==> src/rtl/div32u16_seq.sv <==
// div32u16_seq: sequential radix-2 restoring divider.
// It divides a 32-bit unsigned dividend by a 16-bit unsigned divisor and
// produces a 16-bit quotient and a 16-bit remainder, one quotient bit per clock.
// TRUNC_BITS low quotient bits are not computed. They read as 0, and R then
// reads as 0 as well.
//
// Ports:
//   clk, rst_n         clock, asynchronous active-low reset
//   in_valid/in_ready  operand handshake (A dividend, B divisor)
//   out_valid/out_ready result handshake (Q quotient, R remainder,
//                      OVF = quotient does not fit in 16 bits or B == 0)
//
// Handshake: a transfer happens on a rising edge where valid && ready.
// in_ready is high only in IDLE and is decoded from state alone.
// out_valid is high only in DONE. Q/R/OVF hold until the transfer.
// A and B are captured at accept and ignored afterwards.
//
// Overflowing operands (A[31:16] >= B) spend a single cycle in RUN.
// Their result therefore appears one edge after the accept edge.
// A normal division appears N = 16 - TRUNC_BITS edges after the accept edge.
module div32u16_seq #(
  parameter int TRUNC_BITS = 0
) (
  input  logic        clk,
  input  logic        rst_n,
  input  logic        in_valid,
  output logic        in_ready,
  input  logic [31:0] A,
  input  logic [15:0] B,
  output logic        out_valid,
  input  logic        out_ready,
  output logic [15:0] Q,
  output logic [15:0] R,
  output logic        OVF
);

  generate
    if (TRUNC_BITS < 0 || TRUNC_BITS > 8) begin : g_bad_param
      $error("div32u16_seq: TRUNC_BITS must be in 0..8");
    end
  endgenerate

  localparam logic [4:0] N_STEPS = 5'(16 - TRUNC_BITS);

  typedef enum logic [1:0] {
    IDLE = 2'd0,
    RUN  = 2'd1,
    DONE = 2'd2
  } state_t;

  state_t      state, state_nx;
  logic [16:0] p;         // partial remainder
  logic [15:0] sh;        // remaining dividend bits, MSB first
  logic [15:0] b_r;       // captured divisor
  logic [15:0] q_acc;     // quotient bits computed so far
  logic [4:0]  cnt;       // steps left in RUN
  logic        ovf_pend;  // operand overflowed at accept; RUN only publishes it

  logic [16:0] t;
  logic [16:0] t_sub;
  logic        q_bit;
  logic [15:0] q_shift;
  logic        last_step;

  // One restoring step. P < B always holds, so T < 2B fits in 17 bits
  // and T - B cannot wrap when it is selected.
  always_comb begin
    t         = {p[15:0], sh[15]};
    t_sub     = t - {1'b0, b_r};
    q_bit     = (t >= {1'b0, b_r});
    q_shift   = {q_acc[14:0], q_bit};
    last_step = (cnt == 5'd1);
  end

  always_comb begin
    state_nx = state;
    case (state)
      IDLE:    if (in_valid)  state_nx = RUN;
      RUN:     if (last_step) state_nx = DONE;
      DONE:    if (out_ready) state_nx = IDLE;
      default: state_nx = IDLE;
    endcase
  end

  always_ff @(posedge clk or negedge rst_n) begin
    if (!rst_n) state <= IDLE;
    else        state <= state_nx;
  end

  assign in_ready  = (state == IDLE);
  assign out_valid = (state == DONE);

  always_ff @(posedge clk or negedge rst_n) begin
    if (!rst_n) begin
      p        <= '0;
      sh       <= '0;
      b_r      <= '0;
      q_acc    <= '0;
      cnt      <= '0;
      ovf_pend <= 1'b0;
      Q        <= '0;
      R        <= '0;
      OVF      <= 1'b0;
    end else begin
      case (state)
        IDLE: begin
          if (in_valid) begin
            b_r   <= B;
            q_acc <= '0;
            if (A[31:16] >= B) begin
              ovf_pend <= 1'b1;
              cnt      <= 5'd1;
              p        <= '0;
              sh       <= '0;
            end else begin
              ovf_pend <= 1'b0;
              cnt      <= N_STEPS;
              p        <= {1'b0, A[31:16]};
              sh       <= A[15:0];
            end
          end
        end
        RUN: begin
          cnt <= cnt - 5'd1;
          if (ovf_pend) begin
            Q   <= 16'hFFFF;
            R   <= 16'h0000;
            OVF <= 1'b1;
          end else begin
            p     <= q_bit ? t_sub : t;
            sh    <= {sh[14:0], 1'b0};
            q_acc <= q_shift;
            if (last_step) begin
              Q   <= q_shift << TRUNC_BITS;
              R   <= (TRUNC_BITS == 0) ? (q_bit ? t_sub[15:0] : t[15:0]) : 16'h0000;
              OVF <= 1'b0;
            end
          end
        end
        default: ;
      endcase
    end
  end

endmodule

==> config.mk <==
export PLATFORM = sky130hd
export DESIGN_NAME = div32u16_seq
export DESIGN_NICKNAME = d
export VERILOG_FILES = /design/src/rtl/div32u16_seq.sv
export SDC_FILE = /design/constraint.sdc
export NUM_CORES = 1
export LEC_CHECK = 0
export CAP_MARGIN = 20
export CORE_MARGIN = 5
export CORE_UTILIZATION = 35
export CTS_BUF_LIST = sky130_fd_sc_hd__clkbuf_8
export DETAILED_ROUTE_END_ITERATION = 10
export PLACE_DENSITY = 0.55
export RECOVER_POWER = 25
export SYNTH_ARGS = -nofsm -noshare
export SYNTH_HDL_FRONTEND = slang
export SYNTH_SLANG_ARGS = --single-unit
==> constraint.sdc <==
create_clock -name clk -period 4.66 [get_ports clk]
set_input_delay 0.932 -clock clk [delete_from_list [all_inputs] [get_ports clk]]
set_output_delay 0.932 -clock clk [all_outputs]
set_load 0.02 [all_outputs]
Yosys cells after proc, flatten, opt, wreduce, memory -nomap -nowiden:

Index checks and enable logic that the tools add are counted.

* bits in registers: 104
* latch bits: 0
* memory bits (writable): 0
* bits in read-only memories: 0
* output and inout port bits: 35
* logic and storage cells: 56
* memories: 0

* add/sub/neg operators: 2
* multipliers: 0
* div/mod/pow operators: 0
* order comparisons: 2
* equality and inequality tests: 7
* shift operators: 0
* multiplexer cells: 27
* bitwise operators: 0
* reductions and logical operators: 8

Operators by type and width (number)
* 16-bit 2-to-1 mux: 12
* 16-bit case mux with 2 select lines: 2
* 15-bit 2-to-1 mux: 2
* 15-bit case mux with 2 select lines: 1
* 17-bit by 16-bit >= comparator with 1-bit output: 1
* 16-bit >= comparator: 1
* 16-bit subtractor: 1
* 5-bit 2-to-1 mux: 2
* 5-bit case mux with 2 select lines: 1
* 2-bit 2-to-1 mux: 3
* 2-bit != test, second input constant: 3
* 2-bit case mux with 3 select lines: 1
* 2-bit AND reduction: 3
* 3-bit AND reduction: 2
* 5-bit by 1-bit == test with 1-bit output, second input constant: 1
* 5-bit by 1-bit subtractor with 5-bit output, second input constant: 1
* 2-bit nonzero test: 2
* 1-bit 2-to-1 mux: 3
* 2-bit by 1-bit == test with 1-bit output, second input constant: 1
* 2-bit == test, second input constant: 1
* 2-bit zero test: 1
* 2-bit by 1-bit != test with 1-bit output, second input constant: 1

Longest topological paths before layout:

Gate-level depths: netlist of the first run.

* depth in word-level cells: 4
* gate-level depth with buffers: 12

Worst setup path after synthesis of the first run:

Ideal clock, no wire load.

* kind: input-to-reg
* start: input port B[9]
* end: register p[12]
* library setup time: 64 ps
* arrival: 2763 ps
* path slack: 1832 ps
* stages: 10
* path buffers: 1
* cells stage by stage: inv_1 ha_1 a211oi_1 nor2_1 nor4_1 o21ai_0 a211oi_1 clkbuf_1 a22o_1 a21o_1

* word-level cells in the longest chain between the ends: 4

Ends and longest elaborated chain
* start: declaration: RTL line 29 `input logic [15:0] B,`
* 16-bit >= comparator: RTL line 110 `if (A[31:16] >= B) begin`
* 16-bit 2-to-1 mux: RTL line 110
* 16-bit 2-to-1 mux: RTL line 107 `if (in_valid) begin`
* 16-bit case mux with 2 select lines: RTL line 105 `case (state)`
* end signal: assignment: RTL line 118 `p <= {1'b0, A[31:16]};`
* end signal: assignment: RTL line 130 `p <= q_bit ? t_sub : t;`
* end: declaration: RTL line 52 `logic [16:0] p;`

No other way between the ends. The select of a mux whose other input is x is not followed.
A chain may end at the register's enable or synchronous reset.

Worst setup path in the final report of the first run:

* start: input port A[16]
* end: register p[15]

* word-level cells in the longest chain between the ends: 4

Ends and longest elaborated chain
* start: declaration: RTL line 28 `input logic [31:0] A,`
* 16-bit >= comparator: RTL line 110
* 16-bit 2-to-1 mux: RTL line 110
* 16-bit 2-to-1 mux: RTL line 107
* 16-bit case mux with 2 select lines: RTL line 105

No other way between the ends. The select of a mux whose other input is x is not followed.

==> run_results.csv, run 1 <==
group,metric,value,unit
run_status,status,"complete, but fails checks",
run_status,violations,"max-capacitance violations, max-slew violations",
clock_tree,hold_buffers,0,
logic_synthesis,synth_nets,633,
power_and_ir_drop,p_per_area,716,nW/um2
sta,min_period,3230,ps
floorplan,io_pins,87,
worst_setup_path,critical_path_required,4950,ps
sta,max_slew_margin,-0.199,
logic_synthesis,ys_ff_latch,104,
place,io_buffers,86,
worst_setup_path,reg2reg_slack,1650,ps
logic_synthesis,syn_avg_cell_area,9.81,um2
grt,grt_pass1_wl,23700,um
place,hpwlAfterDp,10400,um
drt,drtIter0Drc,386,
sta,post-route-period-util,0.694,
logic_synthesis,synth_top_area_share,0.486,
clock_tree,cts_buffer_depth,2,
drt,avgRoutedWirePerCell,17.4,um
floorplan,die_area,17900,um2
grt,grt_max_degree,75,
floorplan,core_area,15100,um2
grt,grt_usage,0.165,
drt,finalWirelength,14300,um
clock_tree,cts_root_buf,"clkbuf_8",
logic_synthesis,yosys.cell_types.count,53,
cells_and_area,nets,715,
grt,antenna_found_initial,0,
sta,setup_viol,0,
logic_synthesis,seq_area_frac_synth,0.486,
grt,overflow,0,
worst_setup_path,crit_fanout,33,
place,place_congestion,0.838,
sta,skew,8.66,ps
floorplan,start_util,0.355,
clock_tree,clkSinkCount,104,
worst_setup_path,ff2ff_path_depth,11,
clock_tree,tritoncts,"done",
sta,finalHoldViolations,0,
power_and_ir_drop,p_total,4.76,mW
drt,vias,4359,
floorplan,die_w,134,um
sta,fin_ws,1430,ps
logic_synthesis,syn-cell-area,5360,um2
worst_setup_path,endpoint_kind,"register",
drt,drc,0,
logic_synthesis,synth_flop_cell,"dfrtp_1",
worst_setup_path,cp-start-kind,"input pin",
hold_path,hold_path_class,"input pin to async pin",
run,drv_cap,1,
clock_tree,cts_resized,0,
grt,grt_pass1_vias,4487,
sta,achievable-frequency,309,MHz
worst_setup_path,path_class,"input pin to register",
clock_tree,postCtsSetupBuffers,0,
floorplan,die_h,134,um
cells_and_area,area_growth,24.0,%
floorplan,rows,45,
logic_synthesis,synthArstFlopShare,1.00,
clock_tree,path_clk_slew,110,ps
logic_synthesis,yosysTopAreaCell,"dfrtp_1",
sta,finalSetupTns,0,ps
cells_and_area,final_layout_size_suffix_gt1_frac,0.0490,
worst_setup_path,cp.arrival,3520,ps
sta,worst_pin_slew,1800,ps
worst_setup_path,r2r_end,"R[10]",
worst_setup_path,r2r-start,"sh[15]",
clock_tree,worstSkewPairLatency,390,ps
power_and_ir_drop,vdd_drop_max,0.245,mV
drt,ant_nets,0,
logic_synthesis,yosysWarnings,0,
logic_synthesis,synth.area.top_cells,"dfrtp_1, ha_1, o21ai_0",
logic_synthesis,synth-edff-count,0,
clock_tree,numCtsBuffers,9,
drt,dr.pass1.iters,8,
cells_and_area,n_antenna_cell,0,
sta,drv_slew,72,
sta,rsz0062_at_grt,"false",
drt,vias_per_cell,5.31,
clock_tree,htree_levels,3,
logic_synthesis,syn_inst,546,
place,place_ws,1000,ps
power_and_ir_drop,p_leak,3.05,nW
==> cells in the final DEF (no fill, tap or decap), types with 2 or more instances in the layout <==
cell and n:
buf_4 6, nand4_1 4, and2_1 3, nor2b_1 3, ha_1 34, a222oi_1 15
nand2_1 64, a211oi_1 5, clkdlybuf4s50_1 85, a41oi_1 2, xor2_1 7, nand2b_1 6
o21ai_1 2, inv_1 55, clkinv_8 2, o21a_1 4, o31a_1 3, mux2i_1 3
nor2_1 23, nor3_1 7, nand3_1 14, and3_1 5, nor4_1 2, a31oi_1 2
a21o_1 8, clkbuf_8 9, a21oi_1 17, o211ai_1 2, clkinv_4 2, o21ai_0 57
a22oi_1 11, xnor2_1 7, o22a_1 8, dfrtp_1 104, a22o_1 24
==> kinds of logic (layout without fill, tap and decap cells) <==
family | after synthesis | after routing | share of synthesized area
AOI/OAI and AO/OA | 176 | 176 | 0.232
and+or+nand+nor | 136 | 136 | 0.113
DFF | 104 | 104 | 0.486
buffers and inverters | 78 | 165 | 0.0572
adders and majority gates | 35 | 35 | 0.0831
xor gates and xnor gates | 14 | 14 | 0.0229
muxes | 3 | 3 | 0.00560
==> sequential cells by signal, summed over array words and instances, names as in the netlist <==
name / count
ovf_pend: 1
state: 2
b_r: 16
OVF: 1
R: 16
Q: 16
sh: 16
p: 16
cnt: 5
q_acc: 15
==> cell type report <==
| class | instances | area [um2] |
|---|---|---|
| Sequential cell | 104 | 2600 |
| Multi-Input combinational cell | 364 | 2480 |
| Timing Repair Buffer | 94 | 925 |
| Fill cell | 1466 | 8440 |
| Clock buffer | 9 | 124 |
| Tap cell | 188 | 235 |
| Clock inverter | 7 | 77.6 |
| Inverter | 55 | 206 |
==> synth_stat cells, drive strengths merged, types with 4 or more instances <==
master / count
nand2: 64
xor2: 7
ha: 34
nand4: 4
o22a: 8
a21o: 8
xnor2: 7
inv: 55
clkbuf: 17
a21oi: 17
and3: 5
o21ai: 60
o21a: 4
nand3: 14
a211oi: 6
buf: 6
nor2: 25
dfrtp: 104
a22oi: 11
a22o: 24
a222oi: 15
nor3: 7
nand2b: 6
==> how the worst max path moves through the flow <==
| stage | cells after the start | end | slack (ps) | startpoint |
|---|---|---|---|---|
| after floorplan | 10 | p[12] | 1830 | B[9] |
| after global placement | 11 | p[15] | 960 | A[16] |
| after detailed placement | 11 | p[15] | 1000 | A[16] |
| after CTS | 11 | p[15] | 1440 | A[16] |
| after global routing | 11 | sh[10] | 1300 | B[1] |
| final | 11 | p[15] | 1430 | A[16] |
==> power by group <==
| part | leakage (nW) | switching [mW] | internal [mW] |
|---|---|---|---|
| Clock | 0.0975 | 0.363 | 0.211 |
| Sequential | 1.28 | 0.210 | 1.23 |
| Combinational | 1.67 | 1.65 | 1.10 |
==> worst max-delay path, stage by stage <==
cell and delay, ps:
clkdlybuf4s50_1 510, inv_1 60, ha_1 180, nor2b_1 140
o21ai_0 160, a21oi_1 110, o21ai_0 570, a211oi_4 110
buf_4 270, a22o_1 270, a31o_2 200
==> layer usage <==
metal / wire, um / part of all wire / track usage
met1: 6920 / 0.48 / 0.232
met2: 6570 / 0.46 / 0.255
met3: 589 / 0.041 / 0.0302
met4: 235 / 0.016 / 0.0571
met5: 0 / 0 / 0
==> per-stage QoR <==
| stage | std cells | utilization | cell area (um2) | hold slack (ps) |
|---|---|---|---|---|
| floorplan | 546 | - | 5360 | 450 |
| global placement | 803 | 0.426 | 6420 | 462 |
| detailed placement | 803 | 0.426 | 6420 | 466 |
| CTS | 819 | 0.439 | 6630 | 492 |
| global route | 821 | 0.440 | 6650 | 357 |
| finish | 821 | 0.440 | 6650 | 351 |
(Power assumes the default switching activity.)
==> run 2: changes to the inputs <==
==> constraint.sdc (replaced) <==
create_clock -name clk -period 3.3 [get_ports clk]
set_input_delay 0.66 -clock clk [delete_from_list [all_inputs] [get_ports clk]]
set_output_delay 0.66 -clock clk [all_outputs]
set_load 0.02 [all_outputs]
==> run_results.csv, run 2 (synthesis gave the netlist of run 1 again) <==
group,metric,value,unit
cells_and_area,n_antenna_cell,0,
clock_tree,cts_buffer_depth,2,
worst_setup_path,cp_slowest_cell,"dfrtp_1",
power_and_ir_drop,p_leak,3.08,nW
clock_tree,numCtsBuffers,9,
power_and_ir_drop,p_seq_frac,0.309,
floorplan,io_pins,87,
sta,setup_viol,0,
run_status,violations,"max-capacitance violations, max-slew violations",
worst_setup_path,critPathCapture,"R[10]",
cells_and_area,fin_util,0.443,
drt,vias,4417,
sta,hold_ws,496,ps
sta,max_slew_margin,-0.309,
clock_tree,worstSkewPairLatency,380,ps
grt,grt_pass1_vias,4504,
worst_setup_path,reg2reg_slack,350,ps
drt,ant_nets,0,
sta,rsz0062_at_grt,"false",
worst_setup_path,ff2ff_path_depth,11,
worst_setup_path,path_class,"register to register",
place,dp.cells,812,
hold_path,hold_path_class,"register to register",
power_and_ir_drop,power_switching,3.04,mW
floorplan,die_w,134,um
drt,avgRoutedWirePerCell,17.1,um
worst_setup_path,crit_fanout,4,
clock_tree,cts_resized,0,
clock_tree,cts_root_buf,"clkbuf_8",
cells_and_area,nets,722,
sta,finalHoldViolations,0,
worst_setup_path,cp-start-kind,"register",
drt,dr.pass1.iters,7,
run_status,status,"complete, but fails checks",
run,drv_cap,1,
clock_tree,tritoncts,"done",
grt,grt_max_degree,50,
worst_setup_path,cp.depth,11,
cells_and_area,final_cells,827,
sta,achievable-frequency,339,MHz
grt,antenna_found_initial,0,
cells_and_area,final_layout_size_suffix_gt1_frac,0.0579,
floorplan,rows,45,
worst_setup_path,cp.arrival,3260,ps
power_and_ir_drop,pwr-share-clk,0.110,
power_and_ir_drop,vdd_drop_max,0.353,mV
sta,post-route-period-util,0.894,
sta,skew,11.1,ps
clock_tree,postCtsSetupBuffers,0,
drt,drc,0,
cells_and_area,area_growth,24.7,%
floorplan,die_h,134,um
floorplan,die_area,17900,um2
drt,drtIter0Drc,328,
worst_setup_path,endpoint_kind,"register",
place,hpwlAfterDp,10400,um
sta,worst_pin_slew,1960,ps
grt,grt_use_met1,0.231,
drt,finalWirelength,14100,um
sta,finalSetupTns,0,ps
grt,grt_util_met3,0.0347,
cells_and_area,final_common_cell,"dfrtp_1",
worst_setup_path,crit_path_start,"sh[15]",
sta,min_period,2950,ps
worst_setup_path,crit_buf_inv,2,
worst_setup_path,critical_path_required,3610,ps
grt,grt_pass1_wl,23500,um
grt,grt_usage,0.164,
clock_tree,htree_levels,3,
power_and_ir_drop,swShare,0.460,
grt,grtUsageMet2,0.240,
grt,overflow,0,
power_and_ir_drop,internal_power,3.57,mW
cells_and_area,layout_common_cells,"dfrtp_1, clkdlybuf4s50_1, nand2_1",
power_and_ir_drop,pwr-share-comb,0.581,
worst_setup_path,max_stage_delay,420,ps
floorplan,core_area,15100,um2
drt,vias_per_cell,5.34,
worst_setup_path,critical-path-top-delay-family,"compound AO/OA/AOI/OAI gates",
clock_tree,path_clk_slew,100,ps
sta,drv_slew,35,
place,place_congestion,0.844,
worst_setup_path,r2r-start,"sh[15]",
worst_setup_path,path_cells,"inv_1 > ha_1 > inv_1 > fa_1 > a211oi_1 > o21ai_0 > a41o_1 > a21oi_1 > xor2_1 > o21ai_0 > a22o_1",
power_and_ir_drop,p_per_area,989,nW/um2
clock_tree,clkSinkCount,104,
clock_tree,hold_buffers,0,
place,io_buffers,86,
worst_setup_path,r2r_end,"R[10]",
grt,busiest_layer,"met2",
floorplan,start_util,0.355,
## run 2: changes by cell type in the layout (fill, tap and decap cells not counted), sizes merged
cell      delta
buf          +8
clkbuf       -1
clkinvlp     -1
## run 2: cell type report
| type | instances | area (um2) |
|---|---|---|
| clock buffers | 9 | 124 |
| clock inverters | 6 | 45.0 |
| fillers | 1471 | 8410 |
| inverters | 55 | 206 |
| multi-input cells | 364 | 2480 |
| flip-flops and latches | 104 | 2600 |
| well taps | 188 | 235 |
| repair buffers | 101 | 992 |
## run 2: worst min-delay path by stage
stage	start	endpoint	slack [ps]	cells after the start
global route	sh[5]	sh[5]	520	2
floorplan	rst_n	OVF	360	0
finish	R[1]	R[1]	500	2
global placement	OVF	OVF	460	2
CTS	rst_n	R[11]	220	1
detailed placement	R[3]	R[3]	470	2
## run 2: layer usage
metal,vias up,part of all wire
met5,-,0
met2,107,0.44
met4,0,0.026
li1,2145,-
met1,2144,0.49
met3,21,0.049
## run 2: power groups by stage
stage | Sequential [mW] | Combinational [mW] | Clock [mW]
6_report | 2.04 | 3.84 | 0.728
5_1_grt | 2.10 | 4.31 | 0.821
4_1_cts | 2.04 | 3.87 | 0.768
3_5_place_dp | 2.06 | 3.85 | 0
3_3_place_gp | 2.05 | 3.79 | 0
2_1_floorplan | 2.09 | 2.66 | 0
## run 2: metrics by stage
step	total power [mW]	cell area (um2)	setup WS, ps
6_report	6.61	6680	351
5_1_grt	7.23	6680	43.6
4_1_cts	6.68	6690	286
3_5_place_dp	5.91	6520	93.7
3_3_place_gp	5.84	6520	142
2_1_floorplan	4.76	5360	744
## run 2: tightest hold or removal path: stages (launching register included)
cell and delay [ps]:
dfrtp_1 350, nand2_1 50, o21ai_0 60
==> run 3: changes to the inputs <==
--- a/config.mk
+++ b/config.mk
@@ -7,10 +7,10 @@
 export LEC_CHECK = 0
 export CAP_MARGIN = 20
 export CORE_MARGIN = 5
-export CORE_UTILIZATION = 35
+export CORE_UTILIZATION = 50
 export CTS_BUF_LIST = sky130_fd_sc_hd__clkbuf_8
 export DETAILED_ROUTE_END_ITERATION = 10
-export PLACE_DENSITY = 0.55
+export PLACE_DENSITY = 0.74
 export RECOVER_POWER = 25
 export SYNTH_ARGS = -nofsm -noshare
 export SYNTH_HDL_FRONTEND = slang
==> run_results.csv, run 3 (synthesis gave the netlist of run 1 again) <==
group,metric,value,unit
run_status,status,"complete, but fails checks",
run_status,violations,"max-capacitance violations, max-slew violations",
place,hpwlAfterDp,9900,um
worst_setup_path,r2r_end,"R[10]",
floorplan,die_w,114,um
drt,drtIter0Drc,274,
floorplan,die_h,114,um
clock_tree,hold_buffers,0,
cells_and_area,final_common_cell,"dfrtp_1",
clock_tree,path_clk_slew,110,ps
sta,setup_viol,0,
worst_setup_path,reg2reg_slack,350,ps
worst_setup_path,crit_fanout,25,
place,dp.cells,756,
sta,max_slew_margin,-0.193,
cells_and_area,final_cells,772,
worst_setup_path,cp-start-kind,"input pin",
sta,post-route-period-util,0.896,
drt,avgRoutedWirePerCell,17.2,um
worst_setup_path,endpoint_kind,"register",
sta,finalHoldViolations,0,
drt,finalWirelength,13200,um
sta,min_period,2960,ps
cells_and_area,nets,718,
grt,antenna_found_initial,0,
power_and_ir_drop,p_per_area,1030,nW/um2
worst_setup_path,r2r-start,"sh[15]",
cells_and_area,final_layout_size_suffix_gt1_frac,0.0519,
grt,grt_usage,0.215,
hold_path,hold_path_depth,2,
hold_path,min_from,"b_r[0]",
clock_tree,cts_root_buf,"clkbuf_8",
sta,achievable-frequency,338,MHz
cells_and_area,area_growth,23.3,%
clock_tree,numCtsBuffers,9,
drt,drc,0,
cells_and_area,n_antenna_cell,0,
cells_and_area,nFillCells,871,
place,io_buffers,86,
sta,rsz0062_at_grt,"false",
grt,grt_pass1_vias,4484,
grt,grt_pass1_wl,22600,um
clock_tree,cts_resized,0,
floorplan,start_util,0.517,
clock_tree,htree_levels,3,
worst_setup_path,critical_path_required,3590,ps
run,drv_cap,1,
drt,ant_nets,0,
floorplan,rows,37,
worst_setup_path,cp.arrival,3250,ps
clock_tree,tritoncts,"done",
clock_tree,cts_buffer_depth,2,
floorplan,die_area,12900,um2
floorplan,core_area,10400,um2
drt,vias_per_cell,5.70,
drt,vias,4403,
place,place_congestion,0.913,
worst_setup_path,path_class,"input pin to register",
clock_tree,clkSinkCount,104,
sta,skew,13.7,ps
cells_and_area,fin_util,0.637,
sta,drv_slew,34,
clock_tree,postCtsSetupBuffers,0,
clock_tree,worstSkewPairLatency,380,ps
power_and_ir_drop,p_leak,3.07,nW
cells_and_area,regArea,2600,um2
power_and_ir_drop,vdd_drop_max,0.427,mV
hold_path,hold_end,"b_r[0]",
cells_and_area,layout_common_cells,"dfrtp_1, clkdlybuf4s50_1, nand2_1",
cells_and_area,multiInputGateArea,2470,um2
grt,grt_max_degree,73,
sta,worst_pin_slew,1790,ps
hold_path,hold_path_class,"register to register",
grt,overflow,0,
drt,dr.pass1.iters,7,
floorplan,io_pins,87,
worst_setup_path,ff2ff_path_depth,11,
-- run 3: worst max path at each step --
stage / from / to / cells after the start
6_report: B[5] / p[4] / 9
2_1_floorplan: B[9] / p[12] / 10
3_5_place_dp: B[5] / p[4] / 9
5_1_grt: sh[15] / R[10] / 11
3_3_place_gp: B[5] / p[7] / 9
4_1_cts: B[5] / p[4] / 9
-- run 3: area by class of cell --
cell class,instances,share of cell area
multi-input cells,364,0.374
well taps,136,0.0258
clock inverters,7,0.0144
repair buffers,97,0.142
flip-flops and latches,104,0.394
inverters,55,0.0312
clock buffers,9,0.0187
-- run 3: critical path: stages --
cell             delay, ps
clkdlybuf4s50_1        480
inv_1                   50
ha_1                   280
a2111oi_0              560
o21ai_0                320
a211oi_4               310
buf_4                  320
a22oi_1                150
o21ai_0                120
-- run 3: where the power goes --
| part | total (mW) | leakage [nW] | internal, mW | switching, mW |
|---|---|---|---|---|
| sequential | 2.04 | 1.28 | 1.74 | 0.299 |
| clock | 0.873 | 0.111 | 0.375 | 0.498 |
| combinational | 3.88 | 1.68 | 1.54 | 2.33 |
-- run 3: layer usage --
metal / vias to the layer above / routed length, um / part of all wire / GRT usage
met1: 2128 / 6320 / 0.48 / 0.309
li1: 2140 / - / - / -
met2: 124 / 6090 / 0.46 / 0.340
met5: - / 0 / 0 / 0
met3: 11 / 726 / 0.055 / 0.0408
met4: 0 / 117 / 0.0088 / 0.0457
-- run 3: per-stage QoR --
| step | TNS, ps | total power [mW] | hold WS, ps | cell area, um2 | worst slack [ps] |
|---|---|---|---|---|---|
| 6_report | 0 | 6.79 | 489 | 6610 | 343 |
| 4_1_cts | 0 | 6.79 | 228 | 6620 | 313 |
| 3_3_place_gp | 0 | 5.79 | 461 | 6400 | 69.5 |
| 5_1_grt | 0 | 7.38 | 528 | 6610 | 88.1 |
| 2_1_floorplan | 0 | 4.76 | 364 | 5360 | 744 |
| 3_5_place_dp | -666 | 5.89 | 472 | 6400 | -103 |
